`src/rtl/i2c_slave_responder.sv`:
```
// I2C target that answers one 7-bit address and serves a small register file.
// SCL/SDA are oversampled on pclk. The master can write a register pointer
// followed by data bytes, and can read bytes back starting at the pointer.
module i2c_slave_responder #(
  parameter logic [6:0]  SLAVE_ADDRESS          = 7'h50,
  parameter int unsigned DATA_LENGTH            = 8,
  parameter int unsigned REGISTER_ADDRESS_WIDTH = 8,
  parameter int unsigned NO_OF_REGS             = 16
) (
  input  logic                              pclk,
  input  logic                              areset,
  input  logic                              scl_i,
  input  logic                              sda_i,
  output logic                              sda_oe,
  output logic                              busy,
  output logic                              wr_strobe,
  output logic [REGISTER_ADDRESS_WIDTH-1:0] wr_reg_addr,
  output logic [DATA_LENGTH-1:0]            wr_data,
  output logic                              rd_strobe
);

  localparam int unsigned PTR_W = (NO_OF_REGS > 1) ? $clog2(NO_OF_REGS) : 1;
  localparam int unsigned SR_A  = (DATA_LENGTH > 8) ? DATA_LENGTH : 8;
  localparam int unsigned SR_W  = (REGISTER_ADDRESS_WIDTH > SR_A) ? REGISTER_ADDRESS_WIDTH : SR_A;
  localparam int unsigned CNT_W = $clog2(SR_W + 1);

  typedef enum logic [3:0] {
    IDLE, ADDR, ADDR_ACK, REG_ADDR, REG_ACK,
    WR_DATA, WR_ACK, RD_DATA, RD_ACK, IDLE_WAIT
  } state_t;

  state_t state, state_nxt;

  logic scl_s1, scl_s2, scl_d;
  logic sda_s1, sda_s2, sda_d;
  logic scl_rise, scl_fall, start_det, stop_det;

  logic [CNT_W-1:0]       cnt, cnt_nxt;
  logic [SR_W-1:0]        shift, shift_nxt, shift_in;
  logic [PTR_W-1:0]       ptr, ptr_nxt, ptr_inc;
  logic [DATA_LENGTH-1:0] tx, tx_nxt;
  logic                   rw, rw_nxt;
  logic                   ack_on, ack_on_nxt;
  logic                   oe_nxt, busy_nxt, wr_stb_nxt, rd_stb_nxt;
  logic [REGISTER_ADDRESS_WIDTH-1:0] wa_nxt;
  logic [DATA_LENGTH-1:0] wd_nxt;
  logic                   reg_we;
  logic [DATA_LENGTH-1:0] rd_byte, rd_next;

  logic [DATA_LENGTH-1:0] regs [NO_OF_REGS];

  // Two-flop synchronizers plus one edge-history flop per bus line.
  always_ff @(posedge pclk or negedge areset) begin
    if (!areset) begin
      scl_s1 <= 1'b1; scl_s2 <= 1'b1; scl_d <= 1'b1;
      sda_s1 <= 1'b1; sda_s2 <= 1'b1; sda_d <= 1'b1;
    end else begin
      scl_s1 <= scl_i;  scl_s2 <= scl_s1; scl_d <= scl_s2;
      sda_s1 <= sda_i;  sda_s2 <= sda_s1; sda_d <= sda_s2;
    end
  end

  assign scl_rise  =  scl_s2 & ~scl_d;
  assign scl_fall  = ~scl_s2 &  scl_d;
  assign start_det =  scl_s2 &  scl_d & sda_d & ~sda_s2;
  assign stop_det  =  scl_s2 &  scl_d & ~sda_d & sda_s2;

  assign shift_in = {shift[SR_W-2:0], sda_s2};
  assign ptr_inc  = ptr + PTR_W'(1);
  assign rd_byte  = regs[ptr];
  assign rd_next  = regs[ptr_inc];

  // FSM state and datapath registers.
  always_ff @(posedge pclk or negedge areset) begin
    if (!areset) begin
      state       <= IDLE;
      cnt         <= '0;
      shift       <= '0;
      ptr         <= '0;
      tx          <= '0;
      rw          <= 1'b0;
      ack_on      <= 1'b0;
      sda_oe      <= 1'b0;
      busy        <= 1'b0;
      wr_strobe   <= 1'b0;
      rd_strobe   <= 1'b0;
      wr_reg_addr <= '0;
      wr_data     <= '0;
    end else begin
      state       <= state_nxt;
      cnt         <= cnt_nxt;
      shift       <= shift_nxt;
      ptr         <= ptr_nxt;
      tx          <= tx_nxt;
      rw          <= rw_nxt;
      ack_on      <= ack_on_nxt;
      sda_oe      <= oe_nxt;
      busy        <= busy_nxt;
      wr_strobe   <= wr_stb_nxt;
      rd_strobe   <= rd_stb_nxt;
      wr_reg_addr <= wa_nxt;
      wr_data     <= wd_nxt;
    end
  end

  // Register file, written once per completed data byte.
  always_ff @(posedge pclk or negedge areset) begin
    if (!areset) begin
      for (int unsigned i = 0; i < NO_OF_REGS; i++) regs[i] <= '0;
    end else if (reg_we) begin
      regs[ptr] <= shift_in[DATA_LENGTH-1:0];
    end
  end

  // Next-state logic: STOP beats START beats SCL-driven protocol progress.
  always_comb begin
    state_nxt  = state;
    cnt_nxt    = cnt;
    shift_nxt  = shift;
    ptr_nxt    = ptr;
    tx_nxt     = tx;
    rw_nxt     = rw;
    ack_on_nxt = ack_on;
    oe_nxt     = sda_oe;
    busy_nxt   = busy;
    wr_stb_nxt = 1'b0;
    rd_stb_nxt = 1'b0;
    wa_nxt     = wr_reg_addr;
    wd_nxt     = wr_data;
    reg_we     = 1'b0;

    if (stop_det) begin
      state_nxt  = IDLE;
      cnt_nxt    = '0;
      ack_on_nxt = 1'b0;
      oe_nxt     = 1'b0;
      busy_nxt   = 1'b0;
    end else if (start_det) begin
      state_nxt  = ADDR;
      cnt_nxt    = '0;
      ack_on_nxt = 1'b0;
      oe_nxt     = 1'b0;
      busy_nxt   = 1'b1;
    end else begin
      unique case (state)
        IDLE, IDLE_WAIT: ;

        ADDR: begin
          if (scl_rise) begin
            shift_nxt = shift_in;
            cnt_nxt   = cnt + CNT_W'(1);
            if (cnt == CNT_W'(7)) begin
              cnt_nxt = '0;
              if (shift_in[7:1] == SLAVE_ADDRESS) begin
                state_nxt = ADDR_ACK;
                rw_nxt    = shift_in[0];
              end else begin
                state_nxt = IDLE;
                oe_nxt    = 1'b0;
              end
            end
          end
        end

        // The first fall after the byte starts the ACK, the second ends it.
        // On a read the ending fall also presents the first data bit, which is
        // why the byte is preshifted by one position when loaded here.
        ADDR_ACK, REG_ACK, WR_ACK: begin
          if (scl_fall) begin
            if (!ack_on) begin
              oe_nxt     = 1'b1;
              ack_on_nxt = 1'b1;
            end else begin
              ack_on_nxt = 1'b0;
              oe_nxt     = 1'b0;
              cnt_nxt    = '0;
              if (state == ADDR_ACK && rw) begin
                state_nxt  = RD_DATA;
                oe_nxt     = ~rd_byte[DATA_LENGTH-1];
                tx_nxt     = {rd_byte[DATA_LENGTH-2:0], 1'b0};
                rd_stb_nxt = 1'b1;
              end else if (state == ADDR_ACK) begin
                state_nxt = REG_ADDR;
              end else begin
                state_nxt = WR_DATA;
              end
            end
          end
        end

        REG_ADDR: begin
          if (scl_rise) begin
            shift_nxt = shift_in;
            cnt_nxt   = cnt + CNT_W'(1);
            if (cnt == CNT_W'(REGISTER_ADDRESS_WIDTH - 1)) begin
              cnt_nxt   = '0;
              ptr_nxt   = shift_in[PTR_W-1:0];
              state_nxt = REG_ACK;
            end
          end
        end

        WR_DATA: begin
          if (scl_rise) begin
            shift_nxt = shift_in;
            cnt_nxt   = cnt + CNT_W'(1);
            if (cnt == CNT_W'(DATA_LENGTH - 1)) begin
              cnt_nxt    = '0;
              reg_we     = 1'b1;
              wr_stb_nxt = 1'b1;
              wa_nxt     = REGISTER_ADDRESS_WIDTH'(ptr);
              wd_nxt     = shift_in[DATA_LENGTH-1:0];
              ptr_nxt    = ptr_inc;
              state_nxt  = WR_ACK;
            end
          end
        end

        RD_DATA: begin
          if (scl_rise) begin
            cnt_nxt = cnt + CNT_W'(1);
          end else if (scl_fall) begin
            if (cnt < CNT_W'(DATA_LENGTH)) begin
              oe_nxt = ~tx[DATA_LENGTH-1];
              tx_nxt = {tx[DATA_LENGTH-2:0], 1'b0};
            end else begin
              oe_nxt    = 1'b0;
              cnt_nxt   = '0;
              state_nxt = RD_ACK;
            end
          end
        end

        // Next byte is loaded unshifted; RD_DATA drives its MSB on the next fall.
        RD_ACK: begin
          if (scl_rise) begin
            if (!sda_s2) begin
              ptr_nxt    = ptr_inc;
              tx_nxt     = rd_next;
              rd_stb_nxt = 1'b1;
              cnt_nxt    = '0;
              state_nxt  = RD_DATA;
            end else begin
              oe_nxt    = 1'b0;
              state_nxt = IDLE_WAIT;
            end
          end
        end

        default: state_nxt = IDLE;
      endcase
    end
  end

endmodule

```
`config.mk`:
```
export PLATFORM = sky130hd
export DESIGN_NAME = i2c_slave_responder
export DESIGN_NICKNAME = d
export VERILOG_FILES = /design/src/rtl/i2c_slave_responder.sv
export SDC_FILE = /design/constraint.sdc
export NUM_CORES = 1
export LEC_CHECK = 0
export ABC_AREA = 1
export ABC_CLOCK_PERIOD_IN_PS = 2500
export BUFFER_PORTS_ARGS = -buffer_cell sky130_fd_sc_hd__buf_2
export CAP_MARGIN = 10
export CORE_UTILIZATION = 57
export DETAILED_ROUTE_END_ITERATION = 8
export MAX_ROUTING_LAYER = met4
export PLACE_DENSITY_LB_ADDON = 0.12
export SYNTH_ARGS = -nofsm -noshare
export SYNTH_HDL_FRONTEND = slang
export SYNTH_SLANG_ARGS = --single-unit
```
`constraint.sdc`:
```
create_clock -name pclk -period 2.5 [get_ports pclk]
set_clock_uncertainty 0.15 [all_clocks]
set_input_delay 0.5 -clock pclk [delete_from_list [all_inputs] [get_ports pclk]]
set_output_delay 0.5 -clock pclk [all_outputs]
set_load 0.03 [all_outputs]
```
# After elaboration in Yosys (flattened, before gate mapping)
# Cells that the tools add are included.
# W data, S select, Z words.
# totals
ff_bits,179
latch_bits,0
ram_bits,0
mem_bits_ro,0
output_inout_bits,20
elab_cells,212
memories,0
# classes
n_addsub,2
n_mul,0
div,0
n_lt_le_gt_ge,4
eq_ne,42
n_shift,0
mux,90
n_bitwise,17
n_reduce_logical,22
# ops
op,count
$bwmux W128,1
$mux W4,32
$mux W8,13
$bmux W8 S4,2
$ne A4 B4 Y1 const B,15
$demux W8 S4,1
$mux W1,32
$pmux W4 S7,1
$ne A2 B2 Y1 const B,12
$pmux W8 S3,1
$eq A4 B3 Y1 const B,5
$reduce_and A9 Y1,2
$pmux W4 S4,1
$reduce_and A13 Y1,1
$pmux W4 S3,1
$reduce_bool A3 Y1,4
$reduce_bool A6 Y1,2
$reduce_and A11 Y1,1
$ge A5 B5 Y1 const B,2
$ne A5 B5 Y1 const B,2
$not A4 Y5,2
$add A4 B1 Y4 const B,2
$eq A4 B2 Y1 const B,2
$eq A4 B4 Y1 const B,2
other kinds (22),38

# Depth between registers and ports, before layout
# depth
depth_word,11
mapped_depth,15

# Least setup slack after synthesis
# OpenSTA, ideal clock, no wires.
# synth_path
path_kind,reg-to-reg
startpoint,register ptr[1]
endpoint,register tx[1]
t_arrival_ns,2.264
required_ns,2.279
setup_slack_ns,0.015
stages_incl_launch_ff,16
path_cell_list,dfrtp_1 buf_2 inv_1 buf_1 ha_1 clkbuf_1 inv_1 clkbuf_1 o211ai_1 nand3_1 nand3_1 nand2_1 nand2_1 nand2_1 nor2_1 nor2_1
# synth_via
elab_chain_len,8
elab_cells_between_ends,15
cone_classes,1 x add/sub; 12 x mux; 2 x bitwise
# synth_rtl
item,line,source
start: declaration,40,"logic [PTR_W-1:0] ptr, ptr_nxt, ptr_inc;"
start signal: assignment,93,ptr <= ptr_nxt;
$add A4 B1 Y4 / $not A4 Y5 (equally long branches),"69, 70",
$not A4 Y5 (implied by the code) / $bmux W8 S4 (equally long branches),"71, 70",
$bmux W8 S4 / $mux W8 (equally long branches),"71, 70",
"$mux W8, on equally long branches","71, 70",
"$mux W8, on equally long branches","71, 177",
"$mux W8, on equally long branches","237, 170",
"$mux W8, on equally long branches","236, 169",
$pmux W8 S3 *,145,unique case (state)
end signal: assignment,94,tx <= tx_nxt;
end: declaration,41,"logic [DATA_LENGTH-1:0] tx, tx_nxt;"
# Mark *: on every way between the ends. The rest lies on a longest branch, timed or not. The select of a mux whose other input is x is not followed.
# A chain may end at the register's enable or synchronous reset.

# Final worst setup path
# layout_path
startpoint,register scl_s2
endpoint,register regs[103] (netlist name)
# layout_via
elab_chain_len,5
elab_cells_between_ends,10
cone_classes,4 x mux; 6 x bitwise
# layout_rtl
item,line,source
start: declaration,34,"logic scl_s1, scl_s2, scl_d;"
start signal: assignment,58,scl_s1 <= scl_i; scl_s2 <= scl_s1; scl_d <= scl_s2;
"$and A1 B1 Y1, on equally long branches","63, 65, 66",
$mux W1 / $and A1 B1 Y1 (equally long branches),"204, 65",
$mux W1 / $and A1 B1 Y1 (equally long branches),"145, 65",
$mux W1,138,end else if (start_det) begin
$mux W1 *,132,if (stop_det) begin
end signal: indexed assignment,111,regs[ptr] <= shift_in[DATA_LENGTH-1:0];
end: declaration,50,logic [DATA_LENGTH-1:0] regs [NO_OF_REGS];
# Mark *: on every way between the ends. The rest lies on a longest branch, timed or not.

==> results.yml <==
run_status:
  status: "finished clean"
final_layout:
  syn2layout_area_growth_pct: 8.83
  layout_common_cells: "541 x nand2_1, 173 x nand3_1, 172 x dfrtp_1"
  mostFrequentLayoutCell: "nand2_1"
  drive_gt1_share_pct: 9.53
  finalNetCount: 1499
  finalInstanceArea_sq_um: 11400
  final_util_pct: 63.5
  antenna_cells: 0
  final_cells: 1729
die:
  pin_count: 24
  dieArea_sq_um: 18900
  start_util_pct: 58.3
  die_height_um: 138
  fp.dieW_um: 138
  core-area_sq_um: 18000
  rows: 49
worst_setup_path:
  cp.required_ns: 2.65
  cp-start-kind: "register"
  worst_ep_arrival_time_ns: 2.50
  cp_common_cell: "nand2_1"
  cp_slowest_cell: "dfstp_2"
  path_max_fanout: 16
  worst-setup-path-type: "register to register"
  setup.worst_path.end_class: "register"
  path_cells: "ha_1, nand2_1, nor2_1, nand2_4, nor2_8, nand2_2, nand2_1, o21ai_1"
  slowest_delay_ns: 0.57
hold_path:
  hold_class: "register to register"
power:
  p_leak_nw: 5.80
  powerDensity_nw_per_um2: 525
  total_power_mw: 5.99
  vdd_drop_max_mv: 0.489
sta:
  relSlewSlack_pct: 44.0
  holdWs_ns: 0.213
  worst_pin_slew_ns: 0.839
  finalHoldViolations: 0
  setup_violations: 0
  fin_crit_sh_pct: 94.0
  rsz0062_at_grt: "no"
  tns_ns: 0
  fin_ws_ns: 0.150
  period_minus_slack_ns: 2.35
  drv_slew: 0
  max_freq_mhz: 426
clock_network:
  cts_tree: "built"
  clock_latency_ns: 0.45
  postCtsSetupBuffers: 0
  cts-root-buf: "clkbuf_16"
  numCtsBuffers: 17
  clk_pin_slew_ns: 0.08
  cts_buffer_depth: 2
  cts.htree.levels: 4
  clock_sinks: 179
synthesis:
  synth_seq_cells: 179
  ys_top_cells_by_area: "dfrtp_1 41%, nand2_1 19%, nand3_1 8.3%, o21ai_1 6.2%, inv_1 5.8%"
  yosysWarnings: 0
  synth_cells: 1488
  yosysSeqAreaShare_pct: 42.8
  synth_ff_type: "dfrtp_1"
  syn_area_sq_um: 10500
  post_synth.cell_area_avg_sq_um: 7.04
  yosys.area.top_type_share_pct: 41.3
  yosys.area.top_type: "dfrtp_1"
  ys_types: 35
  synth-async-reset-ratio_pct: 100
  synth_edf_count: 0
placement:
  pre_cts_slack_ns: 0.162
  dp_hpwl_um: 19100
  dpl_cell_area_sq_um: 10700
  port_buffers: 19
  dpl.cell_count: 1694
  gp_congestion: 0.931
routing:
  drt.antenna.violating_nets: 0
  routedWlPerCell_um: 16.7
  firstDrtPassIters: 9
  drt-total-wl_um: 28800
  drt_iter0_drc: 921
  num_vias: 9586
  vias_per_cell: 5.54
  drcViolationCount: 0
job:
  cap_violations: 0
global_route:
  grt_use_total_pct: 33.3
  grt_pass1_wl_um: 45300
  grt_max_degree: 80
  antenna_found_initial: 0
  grt_overflow: 0
  grt_pass1_vias: 8536
routing by layer:
metal | vias up | track usage (%) | share of wire [%]
met4 | 0 | 12.8 | 2.7
li1 | 4688 | - | -
met1 | 4479 | 46.0 | 45
met5 | - | - | 0
met2 | 360 | 49.0 | 45
met3 | 59 | 5.67 | 7.0
kinds of logic (layout without fill, tap and decap cells):
logic type	Yosys count	count (layout)	synth area share (%)
AND/OR/NAND/NOR	820	820	34.0
AO/OA/AOI/OAI	223	223	11.0
flip-flops	179	179	42.8
other	1	4	0.0358
buffers and inverters	253	262	10.7
adder cells (fa/ha/maj)	8	8	0.955
XOR/XNOR	4	4	0.478
sequential cells by signal, summed over array words and instances, names as in the netlist, 4 cells and up:
register / flops
wr_data: 8
tx: 8
cnt: 4
wr_reg_addr: 4
state: 4
ptr: 4
regs: 128
shift: 7
final timing paths:
check,start,endpoint,slack [ns],cells after the start
setup / recovery,scl_s2$_DFF_PN1_,regs[103]$_DFFE_PN0P_,0.15,8
hold / removal,scl_s1$_DFF_PN1_,scl_s2$_DFF_PN1_,0.21,0
setup reg to reg,scl_s2$_DFF_PN1_,regs[103]$_DFFE_PN0P_,0.15,8
hold reg to reg,scl_s1$_DFF_PN1_,scl_s2$_DFF_PN1_,0.21,0
max in group asynchronous,areset,scl_d$_DFF_PN1_,0.98,3
min in group asynchronous,areset,regs[21]$_DFFE_PN0P_,0.45,2
critical path: cells and delay by family (launching register included):
family / cells / cell delay, ns
compound gates: 1 / 0.07
fa+ha+maj: 1 / 0.32
flops: 1 / 0.57
simple gates: 6 / 1.08
report_power, final:
part | total, mW | switching [mW] | internal [mW]
sequential | 2.93 | 0.0131 | 2.91
clock | 2.83 | 1.37 | 1.46
combinational | 0.236 | 0.185 | 0.0508
cell usage after synthesis, drive strengths merged, types with 3 or more instances:
master	n
o211ai	13
nor3	4
buf	55
dfstp	6
a21oi	21
o21ai	185
inv	168
ha	8
xor2	3
nor2	67
nand4	4
clkbuf	30
dfrtp	173
nand2	567
nand3	176
final cells by class:
cell class                      instances  area, sq um
Fill cell                            1644         6560
Multi-Input combinational cell       1059         4890
Sequential cell                       179         4490
Inverter                              168          632
Timing Repair Buffer                   62          472
Clock buffer                           17          425
Tap cell                              229          287
Clock inverter                         15          213
repair_timing:
item,in CTS,in global routing
setup endpoints to repair,0,2
endpoints found under the hold margin,57,0
gates resized for setup,0,1
hold buffers,3,0
Power figures use the tool's default switching activity.
